==> src/rtl/demux_serial_feeder.sv <==
// Parallel-to-serial feeder driving the i/s inputs of a downstream 1x2 demux.
// Bit order: LSB first by default; define DEMUX_FEED_MSB_FIRST_EN for MSB first.
module demux_serial_feeder #(
    parameter int WIDTH = 8
) (
    input  logic             clk,
    input  logic             rst,
    input  logic [WIDTH-1:0] data_in,
    input  logic [WIDTH-1:0] sel_in,
    input  logic             in_valid,
    output logic             in_ready,
    input  logic             hold,
    output logic             i,
    output logic             s,
    output logic             out_valid,
    output logic             done
);
    localparam int CW = $clog2(WIDTH + 1);

    typedef enum logic {IDLE, SHIFT} state_t;

    state_t           state_q, state_d;
    logic [WIDTH-1:0] data_q, data_d;
    logic [WIDTH-1:0] sel_q, sel_d;
    logic [CW-1:0]    count_q, count_d;
    logic             last_bit, accept, head_d, head_s;
    logic [WIDTH-1:0] data_sh, sel_sh;

    always_comb begin
`ifdef DEMUX_FEED_MSB_FIRST_EN
        head_d  = data_q[WIDTH-1];
        head_s  = sel_q[WIDTH-1];
        data_sh = {data_q[WIDTH-2:0], 1'b0};
        sel_sh  = {sel_q[WIDTH-2:0], 1'b0};
`else
        head_d  = data_q[0];
        head_s  = sel_q[0];
        data_sh = {1'b0, data_q[WIDTH-1:1]};
        sel_sh  = {1'b0, sel_q[WIDTH-1:1]};
`endif
    end

    // A new word can be taken on the edge that retires the last bit, so
    // back-to-back words leave no bubble.
    always_comb begin
        last_bit  = (state_q == SHIFT) && (count_q == CW'(1));
        in_ready  = (state_q == IDLE) || (last_bit && !hold);
        accept    = in_valid && in_ready;
        out_valid = (state_q == SHIFT);
        i         = out_valid && head_d;
        s         = out_valid && head_s;
        done      = last_bit && !hold;
    end

    always_comb begin
        state_d = state_q;
        data_d  = data_q;
        sel_d   = sel_q;
        count_d = count_q;
        case (state_q)
            IDLE: begin
                if (accept) begin
                    state_d = SHIFT;
                    data_d  = data_in;
                    sel_d   = sel_in;
                    count_d = CW'(WIDTH);
                end
            end
            SHIFT: begin
                if (!hold) begin
                    if (accept) begin
                        data_d  = data_in;
                        sel_d   = sel_in;
                        count_d = CW'(WIDTH);
                    end else if (count_q > CW'(1)) begin
                        data_d  = data_sh;
                        sel_d   = sel_sh;
                        count_d = count_q - CW'(1);
                    end else begin
                        state_d = IDLE;
                        data_d  = '0;
                        sel_d   = '0;
                        count_d = '0;
                    end
                end
            end
            default: state_d = IDLE;
        endcase
    end

    always_ff @(posedge clk or posedge rst) begin
        if (rst) begin
            state_q <= IDLE;
            data_q  <= '0;
            sel_q   <= '0;
            count_q <= '0;
        end else begin
            state_q <= state_d;
            data_q  <= data_d;
            sel_q   <= sel_d;
            count_q <= count_d;
        end
    end
endmodule

==> config.mk <==
export PLATFORM = sky130hd
export DESIGN_NAME = demux_serial_feeder
export DESIGN_NICKNAME = d
export VERILOG_FILES = /design/src/rtl/demux_serial_feeder.sv
export SDC_FILE = /design/constraint.sdc
export NUM_CORES = 1
export LEC_CHECK = 0
export CORE_AREA = 2 2 54 56
export CTS_CLUSTER_DIAMETER = 50
export CTS_CLUSTER_SIZE = 16
export DETAILED_ROUTE_END_ITERATION = 12
export DIE_AREA = 0 0 56 58
export GPL_ROUTABILITY_DRIVEN = 0
export PLACE_DENSITY = 0.73
export SLEW_MARGIN = 20
export SYNTH_ARGS = -nofsm -noshare
export SYNTH_HDL_FRONTEND = slang
export SYNTH_SLANG_ARGS = --single-unit
==> constraint.sdc <==
create_clock -name clk -period 1.6 [get_ports clk]
set_input_delay 0.32 -clock clk [delete_from_list [all_inputs] [get_ports clk]]
set_output_delay 0.32 -clock clk [all_outputs]
set_load 0.05 [all_outputs]
==> results of run 1 <==
==> cells in the final DEF, fill, tap and decap left out <==
master           instances
a211o_2                  1
a221o_1                 14
a22o_1                   2
and2_4                   2
buf_12                   6
buf_4                   17
buf_6                    3
clkbuf_4                 3
clkdlybuf4s50_1         19
clkinv_2                 1
dfrtp_1                 20
dfrtp_2                  1
ha_4                     2
inv_1                    3
inv_2                    1
mux2_2                   1
nand2_1                  1
nand2_4                  1
nor2_2                   1
nor2_4                   2
nor2b_1                  2
nor3_1                   3
nor3_4                   1
nor4b_1                  1
o2111a_1                14
o211a_1                  1
o21a_1                   1
o21ai_0                  3
o21ai_1                  1
o21ai_2                  1
o21bai_1                 1
o2bb2ai_1                1
o32a_2                   1
or2_1                    1
or4b_2                   1
==> final timing paths <==
kind,from,end,slack [ns],depth (start not counted)
worst max-delay path,count_q[1],done,-0.18,6
worst min-delay path,rst,count_q[2],0.32,3
worst max register to register,count_q[0],data_q[6],-0.13,6
worst min register to register,sel_q[7],sel_q[7],0.52,1
max in group asynchronous,rst,out_valid,1.05,3
min in group clk,sel_q[7],sel_q[7],0.52,1
==> area by class of cell <==
type                    instances  area, µm²  area share (%)
multi-input cells              60        591            35.4
clock inverters                 1       5.00           0.300
flip-flops and latches         21        527            31.5
inverters                       4       15.0           0.899
clock buffers                   3       22.5            1.35
repair buffers                 45        472            28.2
well taps                      31       38.8            2.32
==> timing repair <==
item / in CTS / in global routing
endpoints found under the setup margin: 19 / 25
setup buffers: 3 / 2
pin swaps: 2 / 1
resized for setup: 11 / 3
==> Yosys cell counts, types with 4 or more instances <==
master,n
dfrtp_1,21
o2111a_1,14
inv_1,4
a221o_1,14
o21ai_0,5
nor3_1,4
buf_2,4
==> where the power goes <==
| group | leakage (µW) | total, µW | switching, µW | internal (µW) |
|---|---|---|---|---|
| logic | 0.000458 | 2010 | 1010 | 999 |
| clock network | 0.0000177 | 269 | 175 | 93.4 |
| registers | 0.000271 | 918 | 162 | 757 |
| total | 0.000747 | 3200 | 1350 | 1850 |
==> metrics by stage <==
stage	area [µm²]	hold WS [ns]	worst slack (ns)	total power, µW	utilization [%]
finish	1670	0.318	-0.177	3200	62.7
global route	1670	0.353	-0.211	3390	62.7
CTS	1640	0.336	-0.215	3120	61.7
detailed placement	1550	0.487	-0.346	2690	58.2
global placement	1550	0.488	-0.267	2630	58.2
floorplan	1170	0.296	0.00176	2080	-
==> routing by layer <==
layer	vias to the layer above	part of all wire, %	wire length [µm]	GRT usage [%]
li1	470	-	-	-
met2	27	47	1370	26.9
met3	6	3.3	94	3.13
met4	0	1.5	44	6.12
met5	-	0	0	0
met1	509	48	1370	28.4
==> worst max-delay path, cell delays in order (launching register included) <==
cell,delay (ns)
dfrtp_1,0.42
inv_2,0.09
ha_4,0.14
buf_6,0.10
nand2_4,0.05
nor3_4,0.18
buf_12,0.17
==> kinds of logic after synthesis <==
| logic type | after synthesis |
|---|---|
| AO/OA/AOI/OAI | 41 |
| flip-flops | 21 |
| AND/OR/NAND/NOR | 16 |
| buffers and inverters | 14 |
| adder cells (fa/ha/maj) | 2 |
| multiplexers | 1 |
==> registers in the layout, indices dropped and copies added (netlist names) <==
signal and flops:
sel_q 8, count_q 4, out_valid 1, data_q 8
==> impl_metrics.yaml, run 1 <==
yosys:
  synthesis.nets: 117
  ys_seq_elements: 21
  synthXorXnorAreaFrac_pct: 0
  synth_top_family_by_area: "compound AO/OA/AOI/OAI gates"
  yosysTopAreaCell: "dfrtp_1"
  synth_top_area_share_pct: 46.4
  synth_ff_type: "dfrtp_1"
  yosysSeqAreaShare_pct: 46.4
  muxShareOfSynthArea_pct: 0.994
  synthCells: 95
  synth_edf_count: 0
  avgSynthCellArea_um2: 11.9
  synth-compound-area-share_pct: 34.9
  ys_types: 28
  syn_area_um2: 1130
  synth_top_cells_by_area: "dfrtp_1 (46%), o2111a_1 (14%), a221o_1 (12%)"
  synthAdderAreaFrac_pct: 2.21
  yosys.area_share.simple_pct: 8.07
  yosysWarnings: 0
  synthArstFlopShare_pct: 100
outcome:
  status: "finished with violations"
  violations: "setup timing"
critical_path:
  critPathMaxFanout: 2
  end_kind: "output port"
  start_kind: "register"
  critPathRequiredTime_ns: 1.28
  crit_arrival_ns: 1.46
  critPathKind: "register to output port"
floorplan:
  boundaryPins: 25
  core_um2: 2660
  floorplan.initialDensity_pct: 42.5
  die_h_um: 58
  die_x_um: 56
  rows: 19
  dieArea_um2: 3250
clocking:
  clkLatencyLatePin_ns: 0.31
  cts_hold_buffers: 0
  cts_tree: "built"
  root_buffer: "clkbuf_4"
  cts_buffers: 3
  clk_path_buf_depth: 2
  clkTransAtPathRegs_ns: 0.13
  h-tree-depth: 1
  clock_sinks: 21
grt:
  grt_pass1_vias: 972
  grt_max_degree: 22
  grt_overflow_total: 0
  grt_pass1_wl_mm: 4.73
  antenna_found_initial: 0
  gr-usage-all-layers_pct: 18.6
hold_path:
  min_path_type: "primary input to async pin"
power_and_ir_drop:
  p_per_area_nw_per_um2: 1910
  ir_worst_vdd_uv: 1270
  power.leakage_uw: 0.000747
layout:
  drive_above_1_share_pct: 34.3
  final_nets: 157
  fill_cells: 218
  antennaDiodeCount: 0
  area_growth_pct: 47.5
  final_cells: 165
timing:
  max-slew-margin-rel_pct: 61.2
  fmax_ghz: 0.563
  fin_skew_ns: 0.00332
  tightest_slew_ns: 0.583
  fin_crit_ns: 1.78
  slew_viol_final: 0
  fin_ws_ns: -0.177
  hold_viol: 0
  finalSetupTns_ns: -2.30
  min_period_over_period_pct: 111
  setup_viol: 21
  rsz0062_at_grt: "true"
placed_design:
  dpl.hpwl_mm: 1.89
  dp.cells: 156
  io_buffers: 24
detailed_routing:
  vias_per_cell: 6.13
  wire_per_inst_um: 17.4
  ant_nets: 0
  detailedRoute.firstIterationViolations: 21
  dr.pass1.iters: 4
  drc_errors: 0
  drt_wl_total_mm: 2.88
  vias: 1012
job:
  drv_cap: 0
Note: power is estimated with default switching activity, not from simulation.
==> inputs of run 2 (changes only) <==
Settings changed: SLEW_MARGIN 20 to not set.
==> results of run 2 <==
The final DEF is identical to that of run 1; final timing and power are the same.
==> inputs of run 3 (changes only) <==
Settings changed: CAP_MARGIN set to 30.
==> results of run 3 <==
The final DEF is identical to that of run 1; final timing and power are the same.
